==> src/rtl/wb_stage_if.sv <==
// rtl/wb_stage_if.sv - memory-stage, load-response and register-file write signals of wb_stage
interface wb_stage_if #(
   parameter int DATA_W = 64,
   parameter int ADDR_W = 5
);
   logic              MemValid;
   logic              MemReady;
   logic [ADDR_W-1:0] MemRdAddr;
   logic              MemRdWen;
   logic [DATA_W-1:0] MemAluResult;
   logic              MemIsLoad;
   logic [2:0]        MemLoadFunct3;
   logic [2:0]        MemAddrLow;
   logic              LoadRespValid;
   logic [DATA_W-1:0] LoadRespData;
   logic              Flush;
   logic [DATA_W-1:0] RdWriteData;
   logic [ADDR_W-1:0] RdWriteAddr;
   logic              RdWriteEnable;

   modport master (
      output MemValid, MemRdAddr, MemRdWen, MemAluResult, MemIsLoad, MemLoadFunct3,
             MemAddrLow, LoadRespValid, LoadRespData, Flush,
      input  MemReady, RdWriteData, RdWriteAddr, RdWriteEnable
   );

   modport slave (
      input  MemValid, MemRdAddr, MemRdWen, MemAluResult, MemIsLoad, MemLoadFunct3,
             MemAddrLow, LoadRespValid, LoadRespData, Flush,
      output MemReady, RdWriteData, RdWriteAddr, RdWriteEnable
   );
endinterface

==> src/rtl/wb_stage.sv <==
// rtl/wb_stage.sv - RV64 write-back stage: load alignment/extension, flush handling, regfile write
// Optional commit counter output CommitCount enabled by defining WB_COMMIT_CNT_EN.
module wb_stage #(
   parameter int DATA_W = 64,
   parameter int ADDR_W = 5
) (
   input  logic      Clk,
   input  logic      Rst,
   wb_stage_if.slave bus
`ifdef WB_COMMIT_CNT_EN
   ,
   output logic [63:0] CommitCount
`endif
);

   typedef enum logic [1:0] {IDLE, COMMIT, WAIT_LOAD, DRAIN} state_t;

   state_t            state, state_n;
   logic [ADDR_W-1:0] rd_q, rd_n;
   logic              wen_q, wen_n;
   logic [DATA_W-1:0] data_q, data_n;
   logic [2:0]        funct3_q, funct3_n;
   logic [2:0]        off_q, off_n;
   logic              en_q, en_n;
   logic              mem_ready;

   // Offsets below the access size are ignored, so the lane index is the aligned-down offset.
   function automatic logic [DATA_W-1:0] extract(input logic [DATA_W-1:0] raw,
                                                 input logic [2:0] funct3,
                                                 input logic [2:0] off);
      logic [7:0]  b;
      logic [15:0] h;
      logic [31:0] w;
      b = raw[{off, 3'b000} +: 8];
      h = raw[{off[2:1], 4'b0000} +: 16];
      w = raw[{off[2], 5'b00000} +: 32];
      case (funct3)
         3'b000:  extract = {{(DATA_W-8){b[7]}}, b};
         3'b001:  extract = {{(DATA_W-16){h[15]}}, h};
         3'b010:  extract = {{(DATA_W-32){w[31]}}, w};
         3'b100:  extract = {{(DATA_W-8){1'b0}}, b};
         3'b101:  extract = {{(DATA_W-16){1'b0}}, h};
         3'b110:  extract = {{(DATA_W-32){1'b0}}, w};
         default: extract = raw;
      endcase
   endfunction

   always_comb begin
      state_n   = state;
      mem_ready = 1'b0;
      rd_n      = rd_q;
      wen_n     = wen_q;
      data_n    = data_q;
      funct3_n  = funct3_q;
      off_n     = off_q;
      case (state)
         IDLE, COMMIT: begin
            mem_ready = !bus.Flush;
            state_n   = IDLE;
            if (bus.MemValid && mem_ready) begin
               rd_n  = bus.MemRdAddr;
               wen_n = bus.MemRdWen;
               if (bus.MemIsLoad) begin
                  funct3_n = bus.MemLoadFunct3;
                  off_n    = bus.MemAddrLow;
                  state_n  = WAIT_LOAD;
               end else begin
                  data_n  = bus.MemAluResult;
                  state_n = COMMIT;
               end
            end
         end
         WAIT_LOAD: begin
            if (bus.Flush) begin
               state_n = bus.LoadRespValid ? IDLE : DRAIN;
            end else if (bus.LoadRespValid) begin
               data_n  = extract(bus.LoadRespData, funct3_q, off_q);
               state_n = COMMIT;
            end
         end
         DRAIN: begin
            if (bus.LoadRespValid) state_n = IDLE;
         end
         default: state_n = IDLE;
      endcase
      // Strobe is decided a cycle early so it comes straight from a flop during COMMIT.
      en_n = (state_n == COMMIT) && wen_n && (rd_n != '0);
   end

   always_ff @(posedge Clk or negedge Rst) begin
      if (!Rst) begin
         state    <= IDLE;
         rd_q     <= '0;
         wen_q    <= 1'b0;
         data_q   <= '0;
         funct3_q <= 3'b000;
         off_q    <= 3'b000;
         en_q     <= 1'b0;
      end else begin
         state    <= state_n;
         rd_q     <= rd_n;
         wen_q    <= wen_n;
         data_q   <= data_n;
         funct3_q <= funct3_n;
         off_q    <= off_n;
         en_q     <= en_n;
      end
   end

   assign bus.MemReady      = mem_ready;
   assign bus.RdWriteData   = data_q;
   assign bus.RdWriteAddr   = rd_q;
   assign bus.RdWriteEnable = en_q;

`ifdef WB_COMMIT_CNT_EN
   logic [63:0] commit_cnt;

   always_ff @(posedge Clk or negedge Rst) begin
      if (!Rst)                 commit_cnt <= '0;
      else if (state == COMMIT) commit_cnt <= commit_cnt + 64'd1;
   end

   assign CommitCount = commit_cnt;
`endif

endmodule

==> src/flat_wrapper.sv <==
// flat-port wrapper written by rule: the top's interface ports become plain ports
module wb_stage_flat 
#(
   parameter int DATA_W = 64,
   parameter int ADDR_W = 5
)
  (Clk, Rst, bus_MemValid, bus_MemRdAddr, bus_MemRdWen, bus_MemAluResult, bus_MemIsLoad, bus_MemLoadFunct3, bus_MemAddrLow, bus_LoadRespValid, bus_LoadRespData, bus_Flush, bus_MemReady, bus_RdWriteData, bus_RdWriteAddr, bus_RdWriteEnable);
  wb_stage_if #(.DATA_W(DATA_W), .ADDR_W(ADDR_W)) bus_i ();
  input  logic Clk;
  input  logic Rst;
  input wire logic [$bits(bus_i.MemValid)-1:0] bus_MemValid;
  input wire logic [$bits(bus_i.MemRdAddr)-1:0] bus_MemRdAddr;
  input wire logic [$bits(bus_i.MemRdWen)-1:0] bus_MemRdWen;
  input wire logic [$bits(bus_i.MemAluResult)-1:0] bus_MemAluResult;
  input wire logic [$bits(bus_i.MemIsLoad)-1:0] bus_MemIsLoad;
  input wire logic [$bits(bus_i.MemLoadFunct3)-1:0] bus_MemLoadFunct3;
  input wire logic [$bits(bus_i.MemAddrLow)-1:0] bus_MemAddrLow;
  input wire logic [$bits(bus_i.LoadRespValid)-1:0] bus_LoadRespValid;
  input wire logic [$bits(bus_i.LoadRespData)-1:0] bus_LoadRespData;
  input wire logic [$bits(bus_i.Flush)-1:0] bus_Flush;
  output wire logic [$bits(bus_i.MemReady)-1:0] bus_MemReady;
  output wire logic [$bits(bus_i.RdWriteData)-1:0] bus_RdWriteData;
  output wire logic [$bits(bus_i.RdWriteAddr)-1:0] bus_RdWriteAddr;
  output wire logic [$bits(bus_i.RdWriteEnable)-1:0] bus_RdWriteEnable;
  assign bus_i.MemValid = bus_MemValid;
  assign bus_i.MemRdAddr = bus_MemRdAddr;
  assign bus_i.MemRdWen = bus_MemRdWen;
  assign bus_i.MemAluResult = bus_MemAluResult;
  assign bus_i.MemIsLoad = bus_MemIsLoad;
  assign bus_i.MemLoadFunct3 = bus_MemLoadFunct3;
  assign bus_i.MemAddrLow = bus_MemAddrLow;
  assign bus_i.LoadRespValid = bus_LoadRespValid;
  assign bus_i.LoadRespData = bus_LoadRespData;
  assign bus_i.Flush = bus_Flush;
  assign bus_MemReady = bus_i.MemReady;
  assign bus_RdWriteData = bus_i.RdWriteData;
  assign bus_RdWriteAddr = bus_i.RdWriteAddr;
  assign bus_RdWriteEnable = bus_i.RdWriteEnable;
  wb_stage #(.DATA_W(DATA_W), .ADDR_W(ADDR_W)) u_core (.Clk(Clk), .Rst(Rst), .bus(bus_i));
endmodule
==> config.mk <==
export PLATFORM = sky130hd
export DESIGN_NAME = wb_stage_flat
export DESIGN_NICKNAME = d
export VERILOG_FILES = /design/src/rtl/wb_stage_if.sv /design/src/rtl/wb_stage.sv /design/src/flat_wrapper.sv
export SDC_FILE = /design/constraint.sdc
export NUM_CORES = 1
export LEC_CHECK = 0
export CAP_MARGIN = 20
export CORE_UTILIZATION = 45
export CTS_BUF_LIST = sky130_fd_sc_hd__clkbuf_8
export CTS_CLUSTER_SIZE = 24
export DETAILED_ROUTE_END_ITERATION = 10
export PLACE_DENSITY = 0.95
export REMOVE_ABC_BUFFERS = 1
export SETUP_SLACK_MARGIN = 0.02
export SLEW_MARGIN = 10
export SYNTH_ARGS = -nofsm -noshare
export SYNTH_HDL_FRONTEND = slang
export SYNTH_SLANG_ARGS = --single-unit
==> constraint.sdc <==
create_clock -name Clk -period 4.2 [get_ports Clk]
set_input_delay 0.84 -clock Clk [delete_from_list [all_inputs] [get_ports Clk]]
set_output_delay 0.84 -clock Clk [all_outputs]
set_load 0.02 [all_outputs]
### Yosys cells after proc, flatten, opt, wreduce, memory -nomap -nowiden

Cells that the tools add are included.

* equal/unequal tests: 13
* shifts and indexed selects: 3
* muxes and demuxes: 18
* reductions and logical operators: 11

Operators by type and width (count)
* case mux 64 bit (6 select lines): 1
* 2-to-1 mux 64 bit: 4
* case mux 64 bit (2 select lines): 1
* indexed part select 64 x 7 -> 16 bit: 1
* indexed part select 64 x 7 -> 32 bit: 1
* indexed part select 64 x 7 -> 8 bit: 1
* 2-to-1 mux 2 bit: 6
* 2-to-1 mux 5 bit: 2
* equality test 3 bit, second input constant: 3
* != test 2 bit, second input constant: 3
* case mux 2 bit (3 select lines): 1
* AND reduction 5 bit: 1
* nonzero test 5 bit: 1
* equality test 2 x 1 -> 1 bit, second input constant: 2
* equality test 2 bit, second input constant: 2
* equality test 3 x 1 -> 1 bit, second input constant: 1
* equality test 3 x 2 -> 1 bit, second input constant: 1
* logical AND 1 bit: 3
* zero test 3 bit: 1
* 2-to-1 mux 1 bit: 3
* AND reduction 3 bit: 1
* zero test 2 bit: 1
* != test 2 x 1 -> 1 bit, second input constant: 1
* nonzero test 2 bit: 1
* 2 further kinds: 2

* logic and storage cells: 52
* output and inout port bits: 71
* bits of input ports: 146
* register bits after elaboration: 79

### Depth between registers and ports, before layout

* word-level depth: 7
* depth in mapped cells: 7
* depth with buffers taken out: 5

### Worst setup path before layout

No wires, ideal clock.

* path type: input to register
* start: input bus_Flush
* end: register u_core.en_q (netlist: u_core.bus.RdWriteEnable)
* required time: 4080 ps
* arrival time: 2226 ps
* cell stages on the path: 5
* path slack: 1854 ps
* cell sequence: nor2_1 > and2_1 > clkbuf_1 > mux2_2 > o211a_1

* elaborated cells on any way between the ends: 13
* those cells by class: eq/ne: 1; mux: 7; reduce/logical: 5

RTL lines
* start, declared: line flat_wrapper.sv:20 `input wire logic [$bits(bus_i.Flush)-1:0] bus_Flush;`
* zero test 1 bit: line wb_stage.sv:58 `mem_ready = !bus.Flush;`
* logical AND 1 bit: line wb_stage.sv:60 `if (bus.MemValid && mem_ready) begin`
* 2-to-1 mux 5 bit: line wb_stage.sv:60
* 2-to-1 mux 5 bit: line wb_stage.sv:56 `case (state)`
* named net u_core.rd_n[2]: line wb_stage.sv:19 `logic [ADDR_W-1:0] rd_q, rd_n;`
* nonzero test 5 bit: line wb_stage.sv:87 `en_n = (state_n == COMMIT) && wen_n && (rd_n != '0);`
* logical AND 1 bit: line wb_stage.sv:87
* named net u_core.en_n: line wb_stage.sv:24 `logic en_q, en_n;`
* end signal, assigned: line wb_stage.sv:106 `en_q <= en_n;`
* end, declared: line wb_stage.sv:24

The timed path passes the listed nets, and every way through them passes these cells.
A chain may end at the register's enable or synchronous reset.

### Worst setup path after layout

* start: input bus_Flush
* end: output bus_MemReady

* longest elaborated chain between the ends: 2

Ends and longest elaborated chain
* zero test 1 bit: line wb_stage.sv:58
* 2-to-1 mux 1 bit: line wb_stage.sv:56
* end, declared: line flat_wrapper.sv:21 `output wire logic [$bits(bus_i.MemReady)-1:0] bus_MemReady;`

No other way between the ends.

==> results.md <==
- Critical Path Sink Type: output pin
- Worst skew pair latency: 0.37 ns
- Worst reg-to-reg path cell count: 8
- Post-Route Utilization: just under 70%
- Slew Limit Fails: 0
- Cell variety after synth: 44
- Static Leak: 0.002815 µW
- Sink Count: a little under 80
- Final Hold Vio Count: 0
- Chip height: ~110 µm
- Arr. time, crit path: 2.27 ns
- R2R Path End: u_core.bus.RdWriteData[38]
- CTS root buf: clkbuf_8
- Fin nets: just under 900
- Cts repair resizes: 0
- CORE AREA: approximately 11000 µm²
- Placed cell areas: 7361 µm²
- Status: completed
- Yosys reg bits: 79
- Die width: 108.9 µm
- Mapped Area: a little over 5000 µm²
- CTS tree: done
- First-pass GRT wire length: roughly 29 mm
- Mapped Cells: 551
- Initial Util: a little under half
- Reg-to-reg startpoint: u_core.off_q[1]
- CP startpoint: bus_Flush
- Reg clk slew, reported paths: 0.08 ns
- Synth Area per Inst: between 9 and 10 µm²
- Kind of critical path: in2out
- Post-synthesis sequential area ratio: approximately 38%
- Slack of the worst reg-to-reg path: between 1 and 1.5 ns
- Remaining DRCs: 0
- Antenna violations before repair: 0
- Min Tclk post-route: between 3 and 4 ns
- Startpoint Class: input port
- Max frequency: between 300 and 400 MHz
- Slew @ Worst Pin: ~1.1 ns
- Fin area: 7579 µm²
- Post-CTS Setup Repair Bufs: 0
- Wl on met1: around 6.8 mm
- CTS max path bufs: 2
- Wire per inst: 21.28 µm
- Synth warnings: 0
- I/O pins: around 220
- Power Density: 457.5 nW/µm²
- Grt ovf: 0
- CTS hold repair buffers: 0
- Met2 WL: between 9 and 10 mm
- Vias: approximately 5600
- Max-cap violation count: 0
- Diodes inserted: 0
- Final setup vio count: 0
- Hpwl dp: 13.09 mm
- Clock buffer count from CTS: 9
- PortBufs: approximately 220
- CP Max Fanout: 6
- Area growth syn-to-layout: 47.30%
- Setup Skew: ~0.0086 ns
- Total Wirelength: approximately 19 mm
- Number of global-route vias before repair: between 5000 and 6000
- RSZ-0062 raised after global routing: false
- Initial DRC Count: between 400 and 500
- Via density per instance: about 6.3
- Met3 routed WL: around 1.7 mm
- Final GP Congestion: approximately 0.88
- Layout cells sized above 1: between 10% and 20%
- ANT nets after route: 0
- Core Rows: 38
- Top layer in use: met4
- CP required: roughly 3.4 ns
- Die area: between 10000 and 15000 µm²
- Pin count of the biggest net entering global routing: 80
- Total track usage: 32.01%
- Normalized max-slew margin: between 20% and 30%
- Drt pass-1 iters: 5
- Worst Hold Class: in2async
- Htree depth: 3
- Period utilization: roughly three quarters
- Peak VDD IR: 0.0002173 V
- Setup TNS: 0 ns
-- worst max path at each step --
stage / slack, ns / end / cells after the start
finish: 1.09 / bus_MemReady / 3
global route: 0.88 / u_core.bus.RdWriteData[32] / 8
CTS: 1.07 / u_core.bus.RdWriteData[38] / 8
detailed placement: 0.83 / u_core.bus.RdWriteData[38] / 8
global placement: 0.95 / u_core.bus.RdWriteData[62] / 8
floorplan: 0.29 / u_core.bus.RdWriteData[2] / 4
-- sequential cells by signal, summed over array words and instances, names as in the netlist --
| register | cells |
|---|---|
| u_core.off_q | 3 |
| u_core.bus.RdWriteData | 64 |
| u_core.state | 2 |
| u_core.bus.RdWriteEnable | 1 |
| u_core.wen_q | 1 |
| u_core.funct3_q | 3 |
| u_core.bus.RdWriteAddr | 5 |
-- per-stage QoR --
stage | hold WS (ns) | power, µW | setup WS (ns) | std cells
after global routing | 0.4862 | 3626 | 0.8801 | 885
after CTS | 0.5181 | 3451 | 1.069 | 883
final | 0.4527 | 3467 | 1.089 | 885
after floorplan | 0.4721 | 2073 | 0.2850 | 500
after global placement | 0.4800 | 2825 | 0.9497 | 868
after detailed placement | 0.5004 | 2895 | 0.8274 | 868
-- worst max-delay path, cell delays in order --
cell and delay [ns]:
clkdlybuf4s50_1 0.56, nor2_1 0.24, clkdlybuf4s50_1 0.63
-- cell usage after synthesis, drive strengths merged --
cell type / n / area share [%]
o21ai: 23 / 2.2
o211a: 1 / 0.19
o41ai: 1 / 0.17
mux2i: 30 / 5.8
nand2: 52 / 3.8
o31ai: 1 / 0.15
nand2b: 4 / 0.49
and2: 1 / 0.12
or4: 1 / 0.15
a21o: 1 / 0.15
nor2b: 4 / 0.49
o211ai: 3 / 0.44
o22ai: 38 / 4.6
nor4: 3 / 0.78
o32ai: 3 / 0.51
clkbuf: 36 / 2.6
nand3: 2 / 0.19
mux4: 14 / 6.3
nand3b: 2 / 0.29
a21oi: 42 / 4.1
a221oi: 5 / 0.85
a32o: 1 / 0.19
a211o: 3 / 0.51
nor2: 68 / 5.0
and3: 1 / 0.12
inv: 3 / 0.22
buf: 15 / 2.1
nor3b: 3 / 0.53
nor3: 49 / 5.0
a211oi: 33 / 7.7
and3b: 1 / 0.17
o221ai: 8 / 1.4
mux2: 19 / 4.2
or2: 1 / 0.12
dfrtp: 79 / 38
-- placed cells by master, fill, tap and decap left out, types with 3 or more instances in the layout --
cell type,n
a221oi_1,5
a21oi_1,41
o21ai_0,23
inv_1,4
mux2i_1,30
o22ai_1,38
clkdlybuf4s50_1,215
nand2b_1,4
nor2b_1,3
a211oi_1,3
mux4_2,12
mux2_2,19
nor2_1,67
a211oi_2,30
clkinv_2,4
dfrtp_1,78
o211ai_1,3
a211o_1,3
o32ai_1,3
nand2_1,52
buf_4,13
nor3_1,48
o221ai_1,8
clkbuf_8,9
-- metal layers --
layer	global-route usage (%)	up-vias
li1	-	2434
met2	54.36	393
met5	0	-
met1	37.63	2662
met4	17.95	0
met3	6.455	77
-- power by group --
part | internal, µW | total, µW | leakage [µW] | switching (µW)
Sequential | 973 | 1160 | 0.000897 | 184
Clock | 265 | 559 | 0.0000998 | 293
Combinational | 859 | 1750 | 0.00182 | 892
Total | 2100 | 3470 | 0.00282 | 1370
-- final cells by class --
class                   instances  area, µm²
well taps                     140      175.2
fillers                       809       3405
repair buffers                230       2290
flip-flops and latches         79       1978
inverters                       3      11.26
clock inverters                 6      53.80
clock buffers                   9      123.9
multi-input cells             418       2947
-- cell families (layout without fill, tap and decap cells) --
| group | after synthesis | count (layout) | share of synthesized area (%) |
|---|---|---|---|
| AOI/OAI and AO/OA | 163 | 163 | 23.20 |
| muxes | 63 | 63 | 16.27 |
| and+or+nand+nor | 192 | 192 | 17.19 |
| DFF | 79 | 79 | 38.42 |
| buffers and inverters | 54 | 248 | 4.912 |
Power figures use the tool's default switching activity.
